### config.mk
export PLATFORM = sky130hd
export DESIGN_NAME = instr_fetch_unit_flat
export DESIGN_NICKNAME = d
export VERILOG_FILES = /design/src/rtl/instr_fetch_unit_if.sv /design/src/rtl/instr_fetch_unit.sv /design/src/flat_wrapper.sv
export SDC_FILE = /design/constraint.sdc
export NUM_CORES = 1
export LEC_CHECK = 0
export BUFFER_PORTS_ARGS = -buffer_cell sky130_fd_sc_hd__clkbuf_2
export CORE_ASPECT_RATIO = 0.7
export CORE_MARGIN = 2
export CORE_UTILIZATION = 45
export DETAILED_ROUTE_END_ITERATION = 12
export HOLD_SLACK_MARGIN = 0.08
export PLACE_DENSITY_LB_ADDON = 0.05
export SLEW_MARGIN = 25
export SYNTH_ARGS = -nofsm -noshare
export SYNTH_HDL_FRONTEND = slang
export SYNTH_SLANG_ARGS = --single-unit
### constraint.sdc
create_clock -name clk -period 7.07 [get_ports clk]
set_input_delay 0.3535 -clock clk [delete_from_list [all_inputs] [get_ports clk]]
set_output_delay 0.3535 -clock clk [all_outputs]
set_load 0.1 [all_outputs]
### src/rtl/instr_fetch_unit_if.sv
// Fetch-unit bus bundle: instruction-memory request/grant/response channel,
// redirect input from the PC adders, and the valid/ready channel to decode.
interface instr_fetch_unit_if;
  logic        imem_req;
  logic [31:0] imem_addr;
  logic        imem_gnt;
  logic        imem_rvalid;
  logic [31:0] imem_rdata;
  logic        redirect_valid;
  logic [31:0] redirect_pc;
  logic        if_valid;
  logic        if_ready;
  logic [31:0] if_instr;
  logic [31:0] if_pc;
  logic [31:0] if_pc_plus4;

  modport master (
    output imem_req, imem_addr,
    input  imem_gnt, imem_rvalid, imem_rdata,
    input  redirect_valid, redirect_pc,
    output if_valid, if_instr, if_pc, if_pc_plus4,
    input  if_ready
  );

  modport slave (
    input  imem_req, imem_addr,
    output imem_gnt, imem_rvalid, imem_rdata,
    output redirect_valid, redirect_pc,
    input  if_valid, if_instr, if_pc, if_pc_plus4,
    output if_ready
  );
endinterface

### src/rtl/instr_fetch_unit.sv
// Instruction fetch stage: single-outstanding word fetches from instruction
// memory, buffered with their PC in a small FIFO that feeds decode.
module instr_fetch_unit #(
  parameter logic [31:0] RESET_PC = 32'h0000_0000,
  parameter int          DEPTH    = 2
) (
  input  logic                  clk,
  input  logic                  resetn,
  instr_fetch_unit_if.master    bus
);

  localparam int PTR_W = (DEPTH > 1) ? $clog2(DEPTH) : 1;
  localparam int CNT_W = PTR_W + 1;

  typedef enum logic [1:0] {IDLE, WAIT, DISCARD} state_e;

  state_e             state_q, state_d;
  logic [31:0]        fetch_pc_q, fetch_pc_d;
  logic [31:0]        req_pc_q, req_pc_d;
  logic [PTR_W-1:0]   wr_ptr_q, wr_ptr_d, rd_ptr_q, rd_ptr_d;
  logic [CNT_W-1:0]   count_q, count_d;
  logic [31:0]        instr_mem_q [DEPTH];
  logic [31:0]        instr_mem_d [DEPTH];
  logic [31:0]        pc_mem_q    [DEPTH];
  logic [31:0]        pc_mem_d    [DEPTH];

  logic req, push, pop;

  // Redirect suppresses both the request and any FIFO traffic in its cycle.
  assign req  = resetn && (state_q == IDLE) && (count_q < CNT_W'(DEPTH)) && !bus.redirect_valid;
  assign push = (state_q == WAIT) && bus.imem_rvalid && !bus.redirect_valid;
  assign pop  = (count_q != '0) && bus.if_ready && !bus.redirect_valid;

  assign bus.imem_req    = req;
  assign bus.imem_addr   = fetch_pc_q;
  assign bus.if_valid    = (count_q != '0);
  assign bus.if_instr    = instr_mem_q[rd_ptr_q];
  assign bus.if_pc       = pc_mem_q[rd_ptr_q];
  assign bus.if_pc_plus4 = pc_mem_q[rd_ptr_q] + 32'd4;

  always_comb begin
    state_d     = state_q;
    fetch_pc_d  = fetch_pc_q;
    req_pc_d    = req_pc_q;
    wr_ptr_d    = wr_ptr_q;
    rd_ptr_d    = rd_ptr_q;
    count_d     = count_q;
    instr_mem_d = instr_mem_q;
    pc_mem_d    = pc_mem_q;

    case (state_q)
      IDLE: begin
        if (req && bus.imem_gnt) begin
          state_d    = WAIT;
          req_pc_d   = fetch_pc_q;
          fetch_pc_d = fetch_pc_q + 32'd4;
        end
      end
      WAIT: begin
        // A response landing with a redirect is consumed and dropped.
        if (bus.imem_rvalid)         state_d = IDLE;
        else if (bus.redirect_valid) state_d = DISCARD;
      end
      DISCARD: begin
        if (bus.imem_rvalid) state_d = IDLE;
      end
      default: state_d = IDLE;
    endcase

    if (push) begin
      instr_mem_d[wr_ptr_q] = bus.imem_rdata;
      pc_mem_d[wr_ptr_q]    = req_pc_q;
      wr_ptr_d              = wr_ptr_q + PTR_W'(1);
    end
    if (pop) rd_ptr_d = rd_ptr_q + PTR_W'(1);
    if (push && !pop)      count_d = count_q + CNT_W'(1);
    else if (!push && pop) count_d = count_q - CNT_W'(1);

    if (bus.redirect_valid) begin
      fetch_pc_d = {bus.redirect_pc[31:2], 2'b00};
      wr_ptr_d   = '0;
      rd_ptr_d   = '0;
      count_d    = '0;
    end
  end

  always_ff @(posedge clk) begin
    if (!resetn) begin
      state_q    <= IDLE;
      fetch_pc_q <= RESET_PC;
      req_pc_q   <= '0;
      wr_ptr_q   <= '0;
      rd_ptr_q   <= '0;
      count_q    <= '0;
      for (int i = 0; i < DEPTH; i++) begin
        instr_mem_q[i] <= '0;
        pc_mem_q[i]    <= '0;
      end
    end else begin
      state_q     <= state_d;
      fetch_pc_q  <= fetch_pc_d;
      req_pc_q    <= req_pc_d;
      wr_ptr_q    <= wr_ptr_d;
      rd_ptr_q    <= rd_ptr_d;
      count_q     <= count_d;
      instr_mem_q <= instr_mem_d;
      pc_mem_q    <= pc_mem_d;
    end
  end

endmodule

### src/flat_wrapper.sv
// flat-port wrapper written by rule: the top's interface ports become plain ports
module instr_fetch_unit_flat 
#(
  parameter logic [31:0] RESET_PC = 32'h0000_0000,
  parameter int          DEPTH    = 2
)
  (clk, resetn, bus_imem_req, bus_imem_addr, bus_imem_gnt, bus_imem_rvalid, bus_imem_rdata, bus_redirect_valid, bus_redirect_pc, bus_if_valid, bus_if_instr, bus_if_pc, bus_if_pc_plus4, bus_if_ready);
  instr_fetch_unit_if bus_i ();
  input  logic clk;
  input  logic resetn;
  output wire logic [$bits(bus_i.imem_req)-1:0] bus_imem_req;
  output wire logic [$bits(bus_i.imem_addr)-1:0] bus_imem_addr;
  input wire logic [$bits(bus_i.imem_gnt)-1:0] bus_imem_gnt;
  input wire logic [$bits(bus_i.imem_rvalid)-1:0] bus_imem_rvalid;
  input wire logic [$bits(bus_i.imem_rdata)-1:0] bus_imem_rdata;
  input wire logic [$bits(bus_i.redirect_valid)-1:0] bus_redirect_valid;
  input wire logic [$bits(bus_i.redirect_pc)-1:0] bus_redirect_pc;
  output wire logic [$bits(bus_i.if_valid)-1:0] bus_if_valid;
  output wire logic [$bits(bus_i.if_instr)-1:0] bus_if_instr;
  output wire logic [$bits(bus_i.if_pc)-1:0] bus_if_pc;
  output wire logic [$bits(bus_i.if_pc_plus4)-1:0] bus_if_pc_plus4;
  input wire logic [$bits(bus_i.if_ready)-1:0] bus_if_ready;
  assign bus_imem_req = bus_i.imem_req;
  assign bus_imem_addr = bus_i.imem_addr;
  assign bus_i.imem_gnt = bus_imem_gnt;
  assign bus_i.imem_rvalid = bus_imem_rvalid;
  assign bus_i.imem_rdata = bus_imem_rdata;
  assign bus_i.redirect_valid = bus_redirect_valid;
  assign bus_i.redirect_pc = bus_redirect_pc;
  assign bus_if_valid = bus_i.if_valid;
  assign bus_if_instr = bus_i.if_instr;
  assign bus_if_pc = bus_i.if_pc;
  assign bus_if_pc_plus4 = bus_i.if_pc_plus4;
  assign bus_i.if_ready = bus_if_ready;
  instr_fetch_unit #(.RESET_PC(RESET_PC), .DEPTH(DEPTH)) u_core (.clk(clk), .resetn(resetn), .bus(bus_i));
endmodule
## After elaboration in Yosys (flattened, before gate mapping)

Index checks and enable logic that the tools add are counted.

| word-level totals | value |
|---|---|
| bits in registers | 198 |
| latch bits | 0 |
| bits in writable memories | 0 |
| ROM bits | 0 |
| bits of input ports | 70 |
| output and inout port bits | 130 |
| memories | 0 |

| cells by class | value |
|---|---|
| add/subtract/negate cells | 6 |
| multipliers | 0 |
| divide/modulo/power cells | 0 |
| magnitude comparators | 4 |
| equal/unequal tests | 5 |
| shifts and indexed selects | 0 |
| multiplexer cells | 20 |
| bitwise gates (word level) | 3 |
| reductions and logical operators | 23 |

Operators with widths:

| cell | number |
|---|---|
| 32-bit 2-to-1 mux | 10 |
| 64-bit bitwise mux | 2 |
| 32-bit by 3-bit adder with 32-bit output, second input constant | 2 |
| 32-bit demux with 1-bit select | 1 |
| 2-bit 2-to-1 mux | 6 |
| 1-bit logical AND | 11 |
| 2-bit nonzero test | 4 |
| 2-bit case mux with 3 select lines | 1 |
| 2-bit greater-or-equal comparator, second input constant | 2 |
| 2-bit inequality test, second input constant | 2 |
| 1-bit NOT with 2-bit output | 2 |
| 2-bit AND reduction | 2 |
| 1-bit zero test | 3 |
| 3-bit inequality test, second input constant | 1 |
| 3-bit AND reduction | 1 |
| 1-bit adder, second input constant | 2 |
| 2-bit by 1-bit adder with 2-bit output, second input constant | 1 |
| 2-bit by 1-bit equality test with 1-bit output, second input constant | 1 |
| 2-bit equality test, second input constant | 1 |
| 2-bit zero test | 1 |
| 2-bit by 1-bit < comparator with 1-bit output, second input constant | 1 |
| 2-bit < comparator, second input constant | 1 |
| 2-bit OR reduction | 1 |
| 2-bit by 1-bit subtractor with 2-bit output, second input constant | 1 |
| 1-bit NOT | 1 |

## Logic depth before layout (Yosys ltp)

Gate-level depths: netlist (run 1).

| depth | value |
|---|---|
| depth after elaboration | 8 |
| mapped depth | 12 |
| mapped depth without buffers | 7 |

## Worst setup path before layout (run 1)

No wires, ideal clock.

| timing | value |
|---|---|
| path kind | reg-to-output |
| start point | reg u_core.rd_ptr_q |
| end point | out bus_if_pc_plus4[16] |
| data arrival time | 6373 ps |
| slack | 343 ps |
| cell stages (with the launch flop) | 12 |
| buffers on the path | 5 |
| path through | dfxtp_1 > buf_2 > buf_2 > buf_2 > buf_1 > mux2i_1 > inv_1 > ha_1 > nand2_1 > and4b_1 > buf_2 > xor2_1 |

| on the way | value |
|---|---|
| longest elaborated chain between the ends | 5 |

RTL lines:

| what | RTL line | RTL |
|---|---|---|
| start, declared | instr_fetch_unit.sv:20 | `logic [PTR_W-1:0] wr_ptr_q, wr_ptr_d, rd_ptr_q, rd_ptr_d;` |
| start signal, assigned | instr_fetch_unit.sv:104 | `rd_ptr_q <= rd_ptr_d;` |
| 1-bit NOT with 2-bit output | n/a |  |
| 32-bit 2-to-1 mux (3 in a row) | n/a |  |
| via bus_if_pc[2] | flat_wrapper.sv:20 | `output wire logic [$bits(bus_i.if_pc)-1:0] bus_if_pc;` |
| 32-bit by 3-bit adder with 32-bit output | instr_fetch_unit.sv:39 | `assign bus.if_pc_plus4 = pc_mem_q[rd_ptr_q] + 32'd4;` |
| end, declared | flat_wrapper.sv:21 | `output wire logic [$bits(bus_i.if_pc_plus4)-1:0] bus_if_pc_plus4;` |

The timed path passes the listed nets, and every way through them passes these cells. The select of a mux whose other input is x is not followed.

## Final worst setup path (run 1)

| timing | value |
|---|---|
| start point | reg u_core.rd_ptr_q |
| end point | out bus_if_pc_plus4[31] |

| on the way | value |
|---|---|
| longest elaborated chain between the ends | 5 |

RTL lines:

| what | RTL line |
|---|---|
| 1-bit NOT with 2-bit output (not written as such) | instr_fetch_unit.sv:39 |
| 32-bit 2-to-1 mux (not written as such) (3 in a row) | instr_fetch_unit.sv:39 |
| 32-bit by 3-bit adder with 32-bit output | instr_fetch_unit.sv:39 |

No other way between the ends. The select of a mux whose other input is x is not followed.

==> results of run 1 <==
[layer usage]
layer	vias up	GRT usage	wire, µm
met5	-	0	0
met4	0	0.0497	199
met3	18	0.0465	1530
met2	245	0.321	9420
met1	3680	0.383	13100
li1	4095	-	-
[stage by stage]
stage	instances	area [µm²]	setup slack, ns	total power, mW
2_1_floorplan	1127	8780	0.343	1.29
3_5_place_dp	1511	9810	3.50	1.35
4_1_cts	1542	10300	3.03	2.23
5_1_grt	1542	10300	2.74	2.29
3_3_place_gp	1511	9810	3.57	1.35
6_report	1542	10300	3.07	2.21
[worst max-delay path: cells and delay by family, from the launching register on]
family,cells,cell delay [ns]
simple gates,2,0.62
mux,1,0.23
compound gates,1,0.34
xor+xnor,1,0.20
buf+inv,2,1.01
flops,1,0.79
[cells in the mapped netlist, types with 4 or more instances]
master and count:
o211ai_1 6, mux2i_1 9, and3_1 6, o22ai_1 5, xnor2_1 21, nor3_1 9, nand2_1 349, nor2_1 31
a21boi_0 5, mux2_2 52, buf_2 27, a31oi_1 12, inv_1 16, o21ai_0 22, clkbuf_1 42, a21oi_1 179
nand3_1 34, buf_1 5, dfxtp_1 190, buf_4 6, or3_1 5, a22oi_1 4, xor2_1 18, nand4_1 16
[how the worst max path moves through the flow]
stage          cells after the start            start                   to
6_report                           7  u_core.rd_ptr_q  bus_if_pc_plus4[31]
5_1_grt                            7  u_core.rd_ptr_q  bus_if_pc_plus4[31]
4_1_cts                            7  u_core.rd_ptr_q  bus_if_pc_plus4[31]
3_5_place_dp                       7  u_core.rd_ptr_q  bus_if_pc_plus4[31]
3_3_place_gp                       7  u_core.rd_ptr_q  bus_if_pc_plus4[31]
2_1_floorplan                     11  u_core.rd_ptr_q  bus_if_pc_plus4[16]
[layout make-up]
class,instances,area [µm²],share of cell area
clock inverters,11,88.8,0.00859
well taps,264,330,0.0319
repair buffers,200,1030,0.0993
multi-input cells,840,4580,0.443
flip-flops and latches,190,3810,0.368
inverters,17,66.3,0.00641
clock buffers,20,447,0.0432
[registers in the layout, indices dropped and copies added, names as in the netlist]
signal                cells
u_core.bus.imem_addr     30
u_core.req_pc_q          30
u_core.pc_mem_q          60
u_core.wr_ptr_q           1
u_core.count_q            2
u_core.instr_mem_q       64
u_core.rd_ptr_q           1
u_core.state_q            2
[power by group]
group / total [mW] / internal [mW] / switching (mW)
Clock: 0.883 / 0.462 / 0.421
Combinational: 0.213 / 0.0419 / 0.171
Sequential: 1.11 / 1.08 / 0.0266
[logic make-up after synthesis]
| kind of cell | share of synthesized area |
|---|---|
| AO/OA/AOI/OAI | 0.158 |
| XOR/XNOR | 0.0390 |
| adder cells (fa/ha/maj) | 0.00428 |
| buffers and inverters | 0.0480 |
| flip-flops | 0.434 |
| multiplexers | 0.0771 |
| other | 0.000428 |
| AND/OR/NAND/NOR | 0.239 |
==> summary.log, run 1 <==
[outcome] status finished, final reports clean
[synthesis] number of enable-type register cells in the synthesized netlist 0
[grt] number of global-route vias before repair 7405
[die] die area 20600 µm²
[cells_and_area] fraction of final layout cells sized beyond drive strength 1 0.230
[timing] FMAX 250 MHz
[setup_path] endpoint required time on the critical path 6.72 ns
[synthesis] average footprint of a synthesized cell 7.81 µm²
[timing] Setup Total Neg Slack 0 ns
[cts] CTS tree yes
[cts] insertion delay of the later-clocked pin in the worst-skew pair 0.43 ns
[synthesis] Post-Synthesis Cells 1122
[synthesis] biggest area consumer among synthesized cells dfxtp_1
[grt] maximum number of pins on one net before global-route repair 106
[timing] Max-slew headroom 0.460
[cts] clock edge transition at the registers on the reported setup and hold paths 0.07 ns
[timing] setup skew after layout 0.0129 ns
[route] Residual DRC 0
[setup_path] crit end category output port
[cts] clock net sink count 190
[grt] overflow left after global routing 0
[setup_path] Worst Reg2Reg Path Length in Cells 6
[route] Post-Route WL 24200 µm
[power] PwrDens 213 nW/µm²
[die] Die Y-Extent 121 µm
[timing] Hold Violations, Final 0
[synthesis] sequential-to-total area share from yosys stat 0.434
[grt] global-route wire length before repair 39100 µm
[die] effective utilization at floorplan 0.462
[cells_and_area] leading cell types in the layout, fill and taps excluded 348 x nand2_1, 191 x clkbuf_2, 189 x dfxtp_1
[timing] setup repair after global routing missed its margin false
[cts] maximum number of buffers from clock root to sink 2
[cts] CTS H-Tree Depth 4
[power] worst IR drop on VDD 121 µV
[setup_path] minimum setup slack among reg-to-reg paths 4.69 ns
[hold_path] worst hold path type in -> reg
[cts] cts bufs inserted 17
[timing] pins over their slew limit 0
[setup_path] kind of start point of the critical path flop
[die] number of standard-cell rows in the floorplan 42
[timing] post-route worst hold slack 0.144 ns
[placed_design] gpl congestion 0.817
[cts] CTS root buf clkbuf_16
[setup_path] Arr. time, crit path 3.65 ns
[placed_design] HPWL reported at the end of detailed placement 15900 µm
[cts] buffers inserted by post-CTS timing repair 0
[synthesis] Yosys warnings 0
[setup_path] worst stage delay on the critical path 0.79 ns
[cells_and_area] layout overhead on the synthesized area 18.1%
[cells_and_area] number of inserted diodes 0
[setup_path] cells along the critical path buf_4 > mux2i_1 > a21oi_1 > and4_1 > nand4_1 > xnor2_1 > clkbuf_2
[hold_path] end of the worst hold path u_core.state_q[1]
[hold_path] start point of the worst hold path bus_imem_rvalid
[synthesis] cell area after technology mapping 8760 µm²
[die] placeable core region 19000 µm²
[synthesis] async set or reset register ratio after synthesis 0
[cells_and_area] most frequent standard cell in the layout excluding fill and tap cells nand2_1
[setup_path] RR Startpoint u_core.state_q[1]
[timing] pin slew with the least headroom to its limit 0.809 ns
[die] overall die width 171 µm
[synthesis] count of cell types in the netlist 58
[synthesis] post-synthesis register bit count 190
[grt] antenna violations before repair 0
[die] IO Count 200
[placed_design] Port-buffer cells 191
[flow_run] number of violations of the max-capacitance limit 0
[cells_and_area] count of fill cells added during filler insertion 1919
[cts] number of hold buffers added after cts 0
[route] wire length per cell 15.7 µm
[timing] final cycle utilization of the critical path 0.566
[hold_path] number of cells on the worst hold path 2
[setup_path] endpoint of the worst register-to-register path u_core.pc_mem_q[48]
[cells_and_area] number of nets in the final layout 1339
[synthesis] ranking of synthesized cells by area dfxtp_1 43%, nand2_1 15%, a21oi_1 10%, mux2_2 6.7%, xnor2_1 2.1%
[synthesis] Yosys top cell area share 0.434
[route] via density per instance 5.21
[timing] time the worst path needs with I/O delays and setup 4.00 ns
[cells_and_area] fraction of the core area covered by cells at the end of the flow 0.545
[power] P_leak 3.96 nW
[route] detailed-route via count 8038
[setup_path] Worst Path Class, Setup reg -> out
[route] 1st-iter DRT viols 679
[route] ANT nets after route 0
[setup_path] cell with the largest stage delay on the worst path dfxtp_4
[grt] total track usage 0.238
[route] first-pass iteration count of the detailed router 5
[setup_path] Critical Path Fanout Max 49
[synthesis] dominant synthesized flop cell dfxtp_1
[timing] Final setup viols 0
[cts] quantity of gates resized following cts 0
Note: power is estimated with default switching activity, not from simulation.
==> run 2, diff against run 1 <==
clock period = 3.2 ns   (was 7.07 ns; I/O delays follow)
==> run 2 against run 1 <==
Against the previous run: sequential power grew 120%; global-route usage grew 0.56 points; critical endpoint is now bus_if_pc_plus4[25]; sequential share of layout area shrank 4.5 points; register-to-register slack lost 3.7 ns; largest power group unchanged; largest cell class unchanged; sequential cell count is the same; first-iteration DRC count shrank 10%; via count grew 4.9%.
==> summary.log, run 2 (same netlist as run 1, synthesis figures left out) <==
[outcome] status finished, final reports clean
[cells_and_area] count of fill cells added during filler insertion 1716
[cells_and_area] number of inserted diodes 0
[power] P_leak 4.56 nW
[cts] CTS H-Tree Depth 4
[timing] Hold Violations, Final 0
[timing] FMAX 344 MHz
[grt] overflow left after global routing 0
[setup_path] endpoint required time on the critical path 3.04 ns
[power] worst IR drop on VDD 313 µV
[setup_path] Critical Path Fanout Max 22
[die] overall die width 171 µm
[cells_and_area] leading cell types in the layout, fill and taps excluded 347 x nand2_1, 189 x dfxtp_1, 179 x a21oi_1
[die] placeable core region 19000 µm²
[grt] number of global-route vias before repair 7486
[timing] setup repair after global routing missed its margin false
[route] via density per instance 5.22
[cells_and_area] most frequent standard cell in the layout excluding fill and tap cells nand2_1
[cts] cts bufs inserted 17
[setup_path] crit end category output port
[cells_and_area] layout overhead on the synthesized area 34.7%
[die] Die Y-Extent 121 µm
[hold_path] number of cells on the worst hold path 4
[cells_and_area] number of nets in the final layout 1413
[timing] time the worst path needs with I/O delays and setup 2.91 ns
[placed_design] gpl congestion 0.838
[grt] antenna violations before repair 0
[setup_path] worst stage delay on the critical path 0.45 ns
[die] die area 20600 µm²
[cts] clock edge transition at the registers on the reported setup and hold paths 0.07 ns
[cts] insertion delay of the later-clocked pin in the worst-skew pair 0.43 ns
[route] ANT nets after route 0
[route] Post-Route WL 25400 µm
[timing] Final setup viols 0
[cts] maximum number of buffers from clock root to sink 2
[route] wire length per cell 15.7 µm
[timing] setup skew after layout 0.00990 ns
[setup_path] Arr. time, crit path 2.75 ns
[grt] global-route wire length before repair 40000 µm
[cells_and_area] register with the most flip-flops u_core.instr_mem_q
[setup_path] cells along the critical path buf_4 > nand4b_1 > a221oi_2 > nand3_1 > nor3_1 > xor2_1 > buf_12
[placed_design] Port-buffer cells 191
[route] 1st-iter DRT viols 611
[die] IO Count 200
[timing] Max-slew headroom 0.503
[cells_and_area] fraction of final layout cells sized beyond drive strength 1 0.250
[cts] clock net sink count 190
[die] effective utilization at floorplan 0.462
[cells_and_area] area of combinational cells with multiple inputs 4910 µm²
[timing] post-route worst hold slack 0.115 ns
[setup_path] kind of start point of the critical path flop
[cts] CTS tree yes
[timing] pins over their slew limit 0
[grt] total track usage 0.244
[timing] pin slew with the least headroom to its limit 0.740 ns
[flow_run] number of violations of the max-capacitance limit 0
[hold_path] worst hold path type in -> reg
[route] Residual DRC 0
[setup_path] cell with the largest stage delay on the worst path dfxtp_4
[cells_and_area] largest registers in the final layout u_core.instr_mem_q (64), u_core.pc_mem_q (60)
[cells_and_area] fraction of the core area covered by cells at the end of the flow 0.622
[power] PwrDens 435 nW/µm²
[cells_and_area] Register Area 3810 µm²
[route] detailed-route via count 8435
[setup_path] Worst Reg2Reg Path Length in Cells 6
[setup_path] Worst Path Class, Setup reg -> out
[cts] CTS root buf clkbuf_16
[route] first-pass iteration count of the detailed router 5
[timing] final cycle utilization of the critical path 0.908
[cells_and_area] max FFs per register 64
[placed_design] HPWL reported at the end of detailed placement 17100 µm
[grt] maximum number of pins on one net before global-route repair 107
[die] number of standard-cell rows in the floorplan 42
## run 2: cell count changes in the layout (fill, tap and decap cells not counted), moves of 9 or more
cell	previous run	this run
buf_12	0	23
xnor2_4	0	9
xnor2_1	21	4
buf_4	8	18
dlygate4sd3_1	0	61
clkbuf_2	191	170
## run 2: per-stage QoR
step           setup TNS (ns)  setup slack (ns)  std cells  cell area (µm²)  total power [mW]
2_1_floorplan           -6.66            -0.621       1127             9140              2.86
3_3_place_gp                0             0.481       1523            10600              2.99
3_5_place_dp                0             0.405       1523            10600              2.99
4_1_cts                     0            0.0989       1616            11800              5.15
5_1_grt                     0            0.0717       1617            11800              5.29
6_report                    0             0.293       1617            11800              5.13
## run 2: path summary, 6_finish.rpt
check	start	end	slack, ns
hold / removal	bus_if_ready	u_core.rd_ptr_q	0.12
setup / recovery	u_core.rd_ptr_q	bus_if_pc_plus4[25]	0.29
hold reg to reg	u_core.instr_mem_q[8]	u_core.instr_mem_q[8]	0.45
setup reg to reg	u_core.state_q[0]	u_core.bus.imem_addr[21]	0.98
## run 2: what timing repair did
| action | in CTS | in global routing |
|---|---|---|
| setup endpoints to repair | 3 | 6 |
| buffers inserted | 0 | 1 |
| hold buffers | 61 | 0 |
| hold endpoints to repair | 93 | 0 |
| resized for setup | 1 | 1 |
| cloned | 0 | 0 |
## run 2: critical path, delay by kind of cell, from the launching register on
family,cells,cell delay (ns)
xor gates and xnor gates,1,0.27
and+or+nand+nor,3,0.77
buffers and inverters,2,0.46
AOI/OAI and AO/OA,1,0.35
DFF,1,0.45
## run 2: layer usage
metal / GRT usage / vias to the layer above / routed length [µm]
met2: 0.325 / 319 / 9920
met5: 0 / - / 0
li1: - / 4266 / -
met4: 0.0524 / 0 / 206
met3: 0.0498 / 14 / 1970
met1: 0.393 / 3836 / 13300
## run 2: power by group
part           switching [mW]  internal (mW)
Combinational           0.394          0.148
Clock                    1.02           1.12
Sequential             0.0586           2.40
## run 2: final cells by class
| class | count | share of cell area |
|---|---|---|
| Clock buffer | 17 | 0.0361 |
| Clock inverter | 15 | 0.0148 |
| Inverter | 17 | 0.00594 |
| Multi-Input combinational cell | 840 | 0.416 |
| Sequential cell | 190 | 0.323 |
| Tap cell | 264 | 0.0280 |
| Timing Repair Buffer | 274 | 0.177 |
==> run 3, diff against run 2 <==
CORE_MARGIN = not set   (was 2)
TNS_END_PERCENT = 5   (was not set)
==> run 3 against run 2 <==
Against the previous run: sequential cell count stayed put; maximum frequency shrank 3.5%; largest cell class unchanged; global-route usage increased by 0.34 points; utilization is 1.4 points lower; critical path depth decreased by 1; die area fell by 2.8%; final cell count down 0.25%; worst setup slack worse by 0.10 ns.
==> summary.log, run 3 (same netlist as run 1, synthesis figures left out) <==
[outcome] status finished, final reports clean
[cts] clock net sink count 190
[route] wire length per cell 15.2 µm
[cells_and_area] max FFs per register 64
[placed_design] gpl congestion 0.842
[route] detailed-route via count 8346
[timing] pins over their slew limit 0
[timing] final cycle utilization of the critical path 0.941
[timing] pin slew with the least headroom to its limit 0.736 ns
[cells_and_area] number of inserted diodes 0
[setup_path] RR Startpoint u_core.bus.imem_addr[3]
[route] ANT nets after route 0
[setup_path] endpoint of the worst register-to-register path u_core.bus.imem_addr[18]
[hold_path] worst hold path type in -> reg
[grt] overflow left after global routing 0
[cts] maximum number of buffers from clock root to sink 2
[cells_and_area] layout overhead on the synthesized area 31.6%
[setup_path] cell with the largest stage delay on the worst path dfxtp_4
[cells_and_area] largest registers in the final layout u_core.instr_mem_q (64), u_core.pc_mem_q (60)
[setup_path] kind of start point of the critical path flop
[grt] antenna violations before repair 0
[hold_path] start point of the worst hold path bus_redirect_pc[30]
[timing] FMAX 332 MHz
[cts] buffers inserted by post-CTS timing repair 0
[cells_and_area] number of nets in the final layout 1409
[route] Post-Route WL 24500 µm
[setup_path] cells along the critical path nand3_1 > a22oi_2 > and4b_1 > nand3_1 > xnor2_4 > buf_12
[timing] time the worst path needs with I/O delays and setup 3.01 ns
[grt] total track usage 0.247
[cells_and_area] most frequent standard cell in the layout excluding fill and tap cells nand2_1
[grt] global-route wire length before repair 39300 µm
[timing] setup repair after global routing missed its margin false
[timing] Setup Total Neg Slack 0 ns
[die] overall die width 169 µm
[route] 1st-iter DRT viols 668
[timing] Final setup viols 0
[die] placeable core region 19000 µm²
[placed_design] HPWL reported at the end of detailed placement 16500 µm
[setup_path] crit path buf inv count 1
[grt] number of global-route vias before repair 7315
[cells_and_area] register with the most flip-flops u_core.instr_mem_q
[timing] Hold Violations, Final 0
[cts] clock edge transition at the registers on the reported setup and hold paths 0.07 ns
[grt] maximum number of pins on one net before global-route repair 114
[die] Die Y-Extent 119 µm
[route] via density per instance 5.17
[setup_path] minimum setup slack among reg-to-reg paths 0.90 ns
[die] effective utilization at floorplan 0.462
[power] worst IR drop on VDD 323 µV
[cts] CTS tree yes
[route] first-pass iteration count of the detailed router 5
[cells_and_area] Register Area 3810 µm²
[die] IO Count 200
[setup_path] worst stage delay on the critical path 0.67 ns
[cells_and_area] area of combinational cells with multiple inputs 4830 µm²
[cts] CTS root buf clkbuf_16
[hold_path] end of the worst hold path u_core.bus.imem_addr[30]
[placed_design] Port-buffer cells 191
[cts] CTS H-Tree Depth 4
[timing] Max-slew headroom 0.510
[cells_and_area] count of fill cells added during filler insertion 1784
[setup_path] Arr. time, crit path 2.85 ns
[timing] setup skew after layout 0.0105 ns
[hold_path] number of cells on the worst hold path 3
[setup_path] crit-path most repeated cell nand3_1
[cts] insertion delay of the later-clocked pin in the worst-skew pair 0.43 ns
[setup_path] Critical Path Fanout Max 46
[power] Final Power 5.06 mW
[setup_path] Worst Path Class, Setup reg -> out
[cells_and_area] fraction of final layout cells sized beyond drive strength 1 0.242
[die] die area 20000 µm²
[setup_path] endpoint required time on the critical path 3.04 ns
[cts] cts bufs inserted 17
[power] P_leak 4.43 nW
[die] number of standard-cell rows in the floorplan 42
[route] Residual DRC 0
[setup_path] crit end category output port
[cells_and_area] leading cell types in the layout, fill and taps excluded 347 x nand2_1, 189 x dfxtp_1, 179 x a21oi_1
[flow_run] number of violations of the max-capacitance limit 0
[power] PwrDens 439 nW/µm²
[setup_path] largest delay contributor family on the critical path simple AND/OR/NAND/NOR gates
[setup_path] Worst Reg2Reg Path Length in Cells 6
-- run 3: cell types whose count changed in the layout (fill, tap and decap cells not counted), sizes merged --
cell	before	now
clkinvlp	1	2
clkinv	8	6
inv	22	23
clkbuf	187	193
dlygate4sd3	61	60
buf	43	34
-- run 3: metrics by stage --
step                      hold slack [ns]  worst slack, ns  cell area (µm²)  cells   util
after floorplan                     0.237           -0.621             9060   1127      -
after global placement              0.397            0.495            10300   1521  0.545
after detailed placement            0.399            0.454            10300   1521  0.545
after CTS                          0.0832          0.00332            11500   1613  0.607
after global routing                0.115           0.0255            11500   1613  0.608
final                               0.107            0.189            11500   1613  0.608
-- run 3: worst max-delay path by stage --
stage | end | cells past startpoint | slack [ns] | from
2_1_floorplan | bus_if_pc_plus4[16] | 11 | -0.62 | u_core.rd_ptr_q
3_5_place_dp | bus_if_pc_plus4[28] | 6 | 0.45 | u_core.rd_ptr_q
3_3_place_gp | bus_if_pc_plus4[26] | 6 | 0.49 | u_core.rd_ptr_q
6_report | bus_if_pc_plus4[28] | 6 | 0.19 | u_core.rd_ptr_q
5_1_grt | bus_if_pc_plus4[31] | 8 | 0.03 | u_core.rd_ptr_q
4_1_cts | bus_if_pc_plus4[28] | 6 | 0.003 | u_core.rd_ptr_q
-- run 3: worst reg2reg max path, cell delays in order, from the launching register on --
cell and delay, ns:
dfxtp_1 0.49, ha_1 0.27, nand2_1 0.17, nor4_4 0.54, nand4_1 0.26, or3_1 0.35, a31oi_1 0.15
-- run 3: layout make-up --
type / instances / share of cell area
Sequential cell: 190 / 0.330
Multi-Input combinational cell: 840 / 0.419
Timing Repair Buffer: 270 / 0.166
Tap cell: 264 / 0.0286
Clock inverter: 15 / 0.0132
Inverter: 17 / 0.00608
Clock buffer: 17 / 0.0369
-- run 3: power by group --
| group | leakage [nW] | switching [mW] | internal [mW] | total, mW |
|---|---|---|---|---|
| Clock | 0.283 | 0.966 | 1.10 | 2.07 |
| Combinational | 2.61 | 0.393 | 0.147 | 0.541 |
| Sequential | 1.54 | 0.0574 | 2.40 | 2.45 |
| Total | 4.43 | 1.42 | 3.64 | 5.06 |
-- run 3: timing repair --
action	4_1_cts	5_1_grt
setup endpoints to repair	0	17
gates resized for setup	0	2
hold buffers	60	0
hold endpoints to repair	92	0
-- run 3: metal layers --
layer / vias up / part of all wire / global-route usage
met5: - / 0 / 0
met4: 0 / 0.0042 / 0.0466
met3: 13 / 0.070 / 0.0506
met2: 298 / 0.39 / 0.326
met1: 3779 / 0.53 / 0.401
li1: 4256 / - / -
